===== src/rtl/shift_arbiter.sv =====
// shift_arbiter: two requesters share one registered shift unit. Results return
// through a 2-entry response FIFO in acceptance order. Issue is throttled so that
// every in-flight result always has a FIFO slot waiting for it.
// Build option: define SHIFT_ARB_RR_EN for round-robin arbitration; without it
// requester 0 has fixed priority.
module shift_arbiter (
  input  logic        i_clk,
  input  logic        i_rst,
  input  logic        i_req0_valid,
  output logic        o_req0_ready,
  input  logic [31:0] i_req0_opA,
  input  logic [31:0] i_req0_opB,
  input  logic [2:0]  i_req0_type,
  input  logic        i_req1_valid,
  output logic        o_req1_ready,
  input  logic [31:0] i_req1_opA,
  input  logic [31:0] i_req1_opB,
  input  logic [2:0]  i_req1_type,
  output logic [31:0] o_su_opA,
  output logic [31:0] o_su_opB,
  output logic [2:0]  o_su_type,
  input  logic [31:0] i_su_result,
  output logic        o_rsp_valid,
  input  logic        i_rsp_ready,
  output logic        o_rsp_id,
  output logic [31:0] o_rsp_data
);

  typedef enum logic [1:0] {
    ST_EMPTY,
    ST_ACTIVE,
    ST_FULL
  } state_t;

  state_t      state;
  state_t      state_nxt;
  logic [1:0]  count;
  logic [1:0]  count_nxt;
  logic [2:0]  occupancy_nxt;
  logic        wr_ptr;
  logic        rd_ptr;
  logic        s1_vld;
  logic        s1_id;
  logic [32:0] fifo_mem [2];
  logic        prefer1;
  logic        push;
  logic        pop;
  logic        issue_ok;
  logic        grant1;
  logic        accept;

`ifdef SHIFT_ARB_RR_EN
  logic rr_ptr;

  // Round-robin pointer: after serving requester k, prefer the other one.
  always_ff @(posedge i_clk) begin
    if (i_rst) begin
      rr_ptr <= 1'b0;
    end else if (accept) begin
      rr_ptr <= !grant1;
    end
  end

  assign prefer1 = rr_ptr;
`else
  assign prefer1 = 1'b0;
`endif

  // State register: occupancy bookkeeping, FIFO pointers and stage-1 tracking.
  always_ff @(posedge i_clk) begin
    if (i_rst) begin
      state  <= ST_EMPTY;
      count  <= 2'd0;
      wr_ptr <= 1'b0;
      rd_ptr <= 1'b0;
      s1_vld <= 1'b0;
      s1_id  <= 1'b0;
    end else begin
      state  <= state_nxt;
      count  <= count_nxt;
      s1_vld <= accept;
      s1_id  <= grant1;
      if (push) begin
        wr_ptr <= !wr_ptr;
      end
      if (pop) begin
        rd_ptr <= !rd_ptr;
      end
    end
  end

  // FIFO storage: capture the shift result one cycle after its issue.
  always_ff @(posedge i_clk) begin
    if (!i_rst && push) begin
      fifo_mem[wr_ptr] <= {s1_id, i_su_result};
    end
  end

  // Next state: FULL whenever buffered plus in-flight results fill both slots.
  always_comb begin
    push          = s1_vld;
    count_nxt     = count + {1'b0, push} - {1'b0, pop};
    occupancy_nxt = {1'b0, count_nxt} + {2'b00, accept};
    state_nxt     = ST_ACTIVE;
    if (occupancy_nxt == 3'd0) begin
      state_nxt = ST_EMPTY;
    end else if (occupancy_nxt >= 3'd2) begin
      state_nxt = ST_FULL;
    end
  end

  // Outputs: response head, issue permission, grant and shift-unit operands.
  always_comb begin
    o_rsp_valid  = !i_rst && (count != 2'd0);
    o_rsp_id     = 1'b0;
    o_rsp_data   = 32'd0;
    if (o_rsp_valid) begin
      o_rsp_id   = fifo_mem[rd_ptr][32];
      o_rsp_data = fifo_mem[rd_ptr][31:0];
    end
    pop          = o_rsp_valid && i_rsp_ready;
    issue_ok     = !i_rst && ((state != ST_FULL) || pop);
    grant1       = i_req1_valid && (!i_req0_valid || prefer1);
    o_req0_ready = issue_ok && i_req0_valid && !grant1;
    o_req1_ready = issue_ok && grant1;
    accept       = (i_req0_valid && o_req0_ready) || (i_req1_valid && o_req1_ready);
    o_su_opA     = 32'd0;
    o_su_opB     = 32'd0;
    o_su_type    = 3'd0;
    if (accept) begin
      if (grant1) begin
        o_su_opA  = i_req1_opA;
        o_su_opB  = {27'd0, i_req1_opB[4:0]};
        o_su_type = i_req1_type;
      end else begin
        o_su_opA  = i_req0_opA;
        o_su_opB  = {27'd0, i_req0_opB[4:0]};
        o_su_type = i_req0_type;
      end
    end
  end

  // A push into a full FIFO without a simultaneous pop must never happen.
  a_no_overflow: assert property (@(posedge i_clk) disable iff (i_rst)
    !(push && !pop && (count == 2'd2)));

endmodule


===== config.mk =====
export PLATFORM = sky130hd
export DESIGN_NAME = shift_arbiter
export DESIGN_NICKNAME = d
export VERILOG_FILES = /design/src/rtl/shift_arbiter.sv
export SDC_FILE = /design/constraint.sdc
export NUM_CORES = 1
export LEC_CHECK = 0
export ABC_AREA = 1
export CORE_UTILIZATION = 33
export DETAILED_ROUTE_END_ITERATION = 8
export GPL_TIMING_DRIVEN = 0
export PLACE_DENSITY_LB_ADDON = 0.1
export SLEW_MARGIN = 20
export SYNTH_ARGS = -nofsm -noshare
export SYNTH_HDL_FRONTEND = slang
export SYNTH_SLANG_ARGS = --single-unit

===== constraint.sdc =====
create_clock -name i_clk -period 3.88 [get_ports i_clk]
set_clock_uncertainty 0.15 [all_clocks]
set_input_delay 1.164 -clock i_clk [delete_from_list [all_inputs] [get_ports i_clk]]
set_output_delay 1.164 -clock i_clk [all_outputs]
set_load 0.02 [all_outputs]

==> flow_summary.yaml <==
global_routing:
  grt_overflow_total: 0
  grt_util_all_layers_pct: 16.38
  grt_pass1_wl_um: 16550
  grt_start_max_net_pins: 20
  grt_pass1_vias: 3567
  antenna_found_initial: 0
timing:
  layout_min_cycle_time_ns: 3.788
  layout_worst_path_cycle_share_pct: 97.64
  rsz0062_at_grt: "no"
  max_slew.worst_pin.slew_ns: 0.5417
  setup_tns_ns: 0
  slew_headroom_pct: 63.80
  fmax_mhz: 264.0
  number_of_pins_with_negative_max_slew_slack_in_the_final_report: 0
  hold_viol: 0
  timing.final.setup_violations: 0
worst_setup_path:
  worst_ep_arrival_time_ns: 2.47
  kind_of_critical_path: "in2out"
  critical_path_required_ns: 2.57
  critical_path.startpoint_type: "input port"
  path_max_fanout: 10
  setup.worst_path.end_class: "primary output"
  worst-r2r-cell-count: 15
clock_network:
  clkLatencyLatePin_ns: 0.33
  cts_hold_buf: 0
  cts_htree_levels: 3
  clk_root_buffer_cell: "sky130_fd_sc_hd__clkbuf_16"
  clock_tree.buffer_depth: 2
  cts.sinks: 75
  path_clk_slew_ns: 0.05
  cts_inserted_buffers: 9
  tritoncts: "yes"
job:
  drv_cap: 0
power:
  power.ir.vdd_worst_uv: 240.3
  power_density_nw_per_um2: 409.1
  power_w: 0.002723
  p_leak_nw: 3.443
synth:
  post_synthesis_simple_gate_area_fraction_pct: 21.09
  main_combinational_cell_family_by_area_after_synthesis: "simple AND/OR/NAND/NOR gates"
  ys_seq_elements: 75
  synth_largest_type_area_fraction_pct: 46.71
  synth_cells: 480
  synth.top_cells.by_area: "sky130_fd_sc_hd__edfxtp_1, sky130_fd_sc_hd__nand2_1, sky130_fd_sc_hd__mux2_2"
  synth.distinct_cells: 24
  synth-compound-area-share_pct: 0.9142
  synthMuxAreaShare_pct: 8.758
  yosys_warnings: 0
  synth_sequential_area_ratio_pct: 50.96
  synth_xor_xnor_area_share_pct: 0.2064
  synth_top_cell_by_area: "sky130_fd_sc_hd__edfxtp_1"
  yosys.area_share.adder_pct: 1.474
  mappedNetlistArea_um2: 4243
  synth.avg_cell_area_um2: 8.839
min_path:
  holdPathStages: 0
  worst_hold_path_type: "reg2reg"
floorplan:
  die-height_um: 115.4
  initial_utilization_pct: 33.76
  die_w_um: 115.4
  core.rowCount: 41
  top_level_ports: 274
  core_region_area_um2: 12570
  die_area_um2: 13310
final_layout:
  drive_above_1_share_pct: 21.48
  n_antenna_cell: 0
  area_growth_pct: 56.89
  nNetsFinal: 889
detailed_routing:
  wirelength_met1_um: 3907
  firstDrtPassIters: 6
  avgViaCountPerCell: 4.117
  routed-wl-met3_um: 1136
  highest_layer: "met4"
  vias: 3660
  detail_route.drc_violations: 0
  ant_nets: 0
  drt_iter0_markers: 164
  wire_per_inst_um: 12.27
  detailed_route_wirelength_on_metal2_um: 5709
  route.final.wire_length_um: 10910
placement:
  routabilityCongestion: 0.7740
  io_buffer_count: 191
  detailed_placer_s_ending_hpwl_um: 8776
status:
  outcome: "complete, no violations"
==> stage by stage <==
step	hold WS, ns	util [%]	setup WS (ns)	cell area [um2]	cells
floorplan	0.2537	-	0.5057	4345	506
global placement	0.2582	51.50	-0.8140	6472	869
detailed placement	0.2826	52.19	-0.7184	6559	873
CTS	0.2931	53.97	0.001176	6783	888
global route	0.3122	52.96	0.01182	6656	889
finish	0.2888	52.96	0.09165	6656	889
==> layout by cell type, fill, tap and decap left out, drive strengths merged <==
cell,count
xnor2,1
dlymetal6s2s,4
clkdlybuf4s50,113
conb,27
a21oi,1
nor2,50
dlygate4sd2,34
buf,82
dfxtp,9
clkinv,6
inv,94
edfxtp,66
o31ai,1
nand2,123
nand3,41
clkbuf,15
clkdlybuf4s15,8
nor3,1
o21ai,3
mux2,33
ha,5
==> flip-flops by register name, indices dropped and copies added, names as in the netlist, named ones only <==
| register | cells |
|---|---|
| wr_ptr | 1 |
| state | 2 |
| s1_id | 1 |
| count | 2 |
| fifo_mem | 66 |
| rd_ptr | 1 |
| push | 1 |
==> power breakdown <==
part	leakage (nW)	total, W	switching (W)	internal, W
Combinational	2.64	0.00105	0.000588	0.000462
Clock	0.123	0.000702	0.000286	0.000416
Sequential	0.677	0.000971	0.0000175	0.000954
==> routing by layer <==
layer	global-route usage (%)	vias up
li1	-	1890
met1	15.56	1629
met2	30.74	132
met3	6.537	9
met4	7.359	0
met5	0	-
==> layout make-up <==
cell class	count	area, um2
buffer	51	365.4
clock inverter	6	23.77
inverter	94	352.8
multi-input combinational	286	1501
timing repair buffer	196	1810
tap	172	215.2
fill	1237	5912
clock buffer	9	225.2
sequential	75	2162
==> worst paths after layout <==
kind	from	endpoint	slack [ns]
worst max register to register	count[1]	state[0]	1.40
worst max-delay path	i_rsp_ready	o_su_opA[6]	0.09
worst min register to register	s1_id	fifo_mem[1][32]	0.29
worst min-delay path	s1_id	fifo_mem[1][32]	0.29
==> logic make-up (layout without fill, tap and decap cells) <==
| kind of cell | after synthesis | in the layout |
|---|---|---|
| adder cells (fa/ha/maj) | 5 | 5 |
| AND/OR/NAND/NOR | 215 | 215 |
| XOR/XNOR | 1 | 1 |
| multiplexers | 33 | 33 |
| other | 1 | 27 |
| flip-flops | 75 | 75 |
| AO/OA/AOI/OAI | 5 | 5 |
| buffers and inverters | 145 | 356 |
==> critical path: stages <==
cell,delay [ns]
sky130_fd_sc_hd__clkdlybuf4s50_1,0.50
sky130_fd_sc_hd__nand3_2,0.11
sky130_fd_sc_hd__nand2_4,0.09
sky130_fd_sc_hd__o21ai_4,0.09
sky130_fd_sc_hd__buf_6,0.17
sky130_fd_sc_hd__nor2_2,0.08
sky130_fd_sc_hd__clkdlybuf4s15_2,0.26
==> cell usage after synthesis <==
cell type / count
sky130_fd_sc_hd__a21oi_1: 1
sky130_fd_sc_hd__buf_2: 11
sky130_fd_sc_hd__buf_4: 30
sky130_fd_sc_hd__buf_6: 4
sky130_fd_sc_hd__clkbuf_1: 6
sky130_fd_sc_hd__conb_1: 1
sky130_fd_sc_hd__dfxtp_1: 9
sky130_fd_sc_hd__edfxtp_1: 66
sky130_fd_sc_hd__ha_1: 5
sky130_fd_sc_hd__inv_1: 91
sky130_fd_sc_hd__inv_2: 3
sky130_fd_sc_hd__mux2_2: 33
sky130_fd_sc_hd__nand2_1: 121
sky130_fd_sc_hd__nand2_2: 2
sky130_fd_sc_hd__nand3_1: 40
sky130_fd_sc_hd__nand3_2: 1
sky130_fd_sc_hd__nor2_1: 40
sky130_fd_sc_hd__nor2_2: 10
sky130_fd_sc_hd__nor3_1: 1
sky130_fd_sc_hd__o21ai_0: 1
sky130_fd_sc_hd__o21ai_1: 1
sky130_fd_sc_hd__o21ai_4: 1
sky130_fd_sc_hd__o31ai_1: 1
sky130_fd_sc_hd__xnor2_1: 1
==> repair_timing <==
action                     in CTS  in global routing
gates cloned                    0                  0
setup endpoints to repair      76                 36
setup buffers                   0                  1
resized for setup             170                 30
Note: power is estimated with default switching activity, not from simulation.
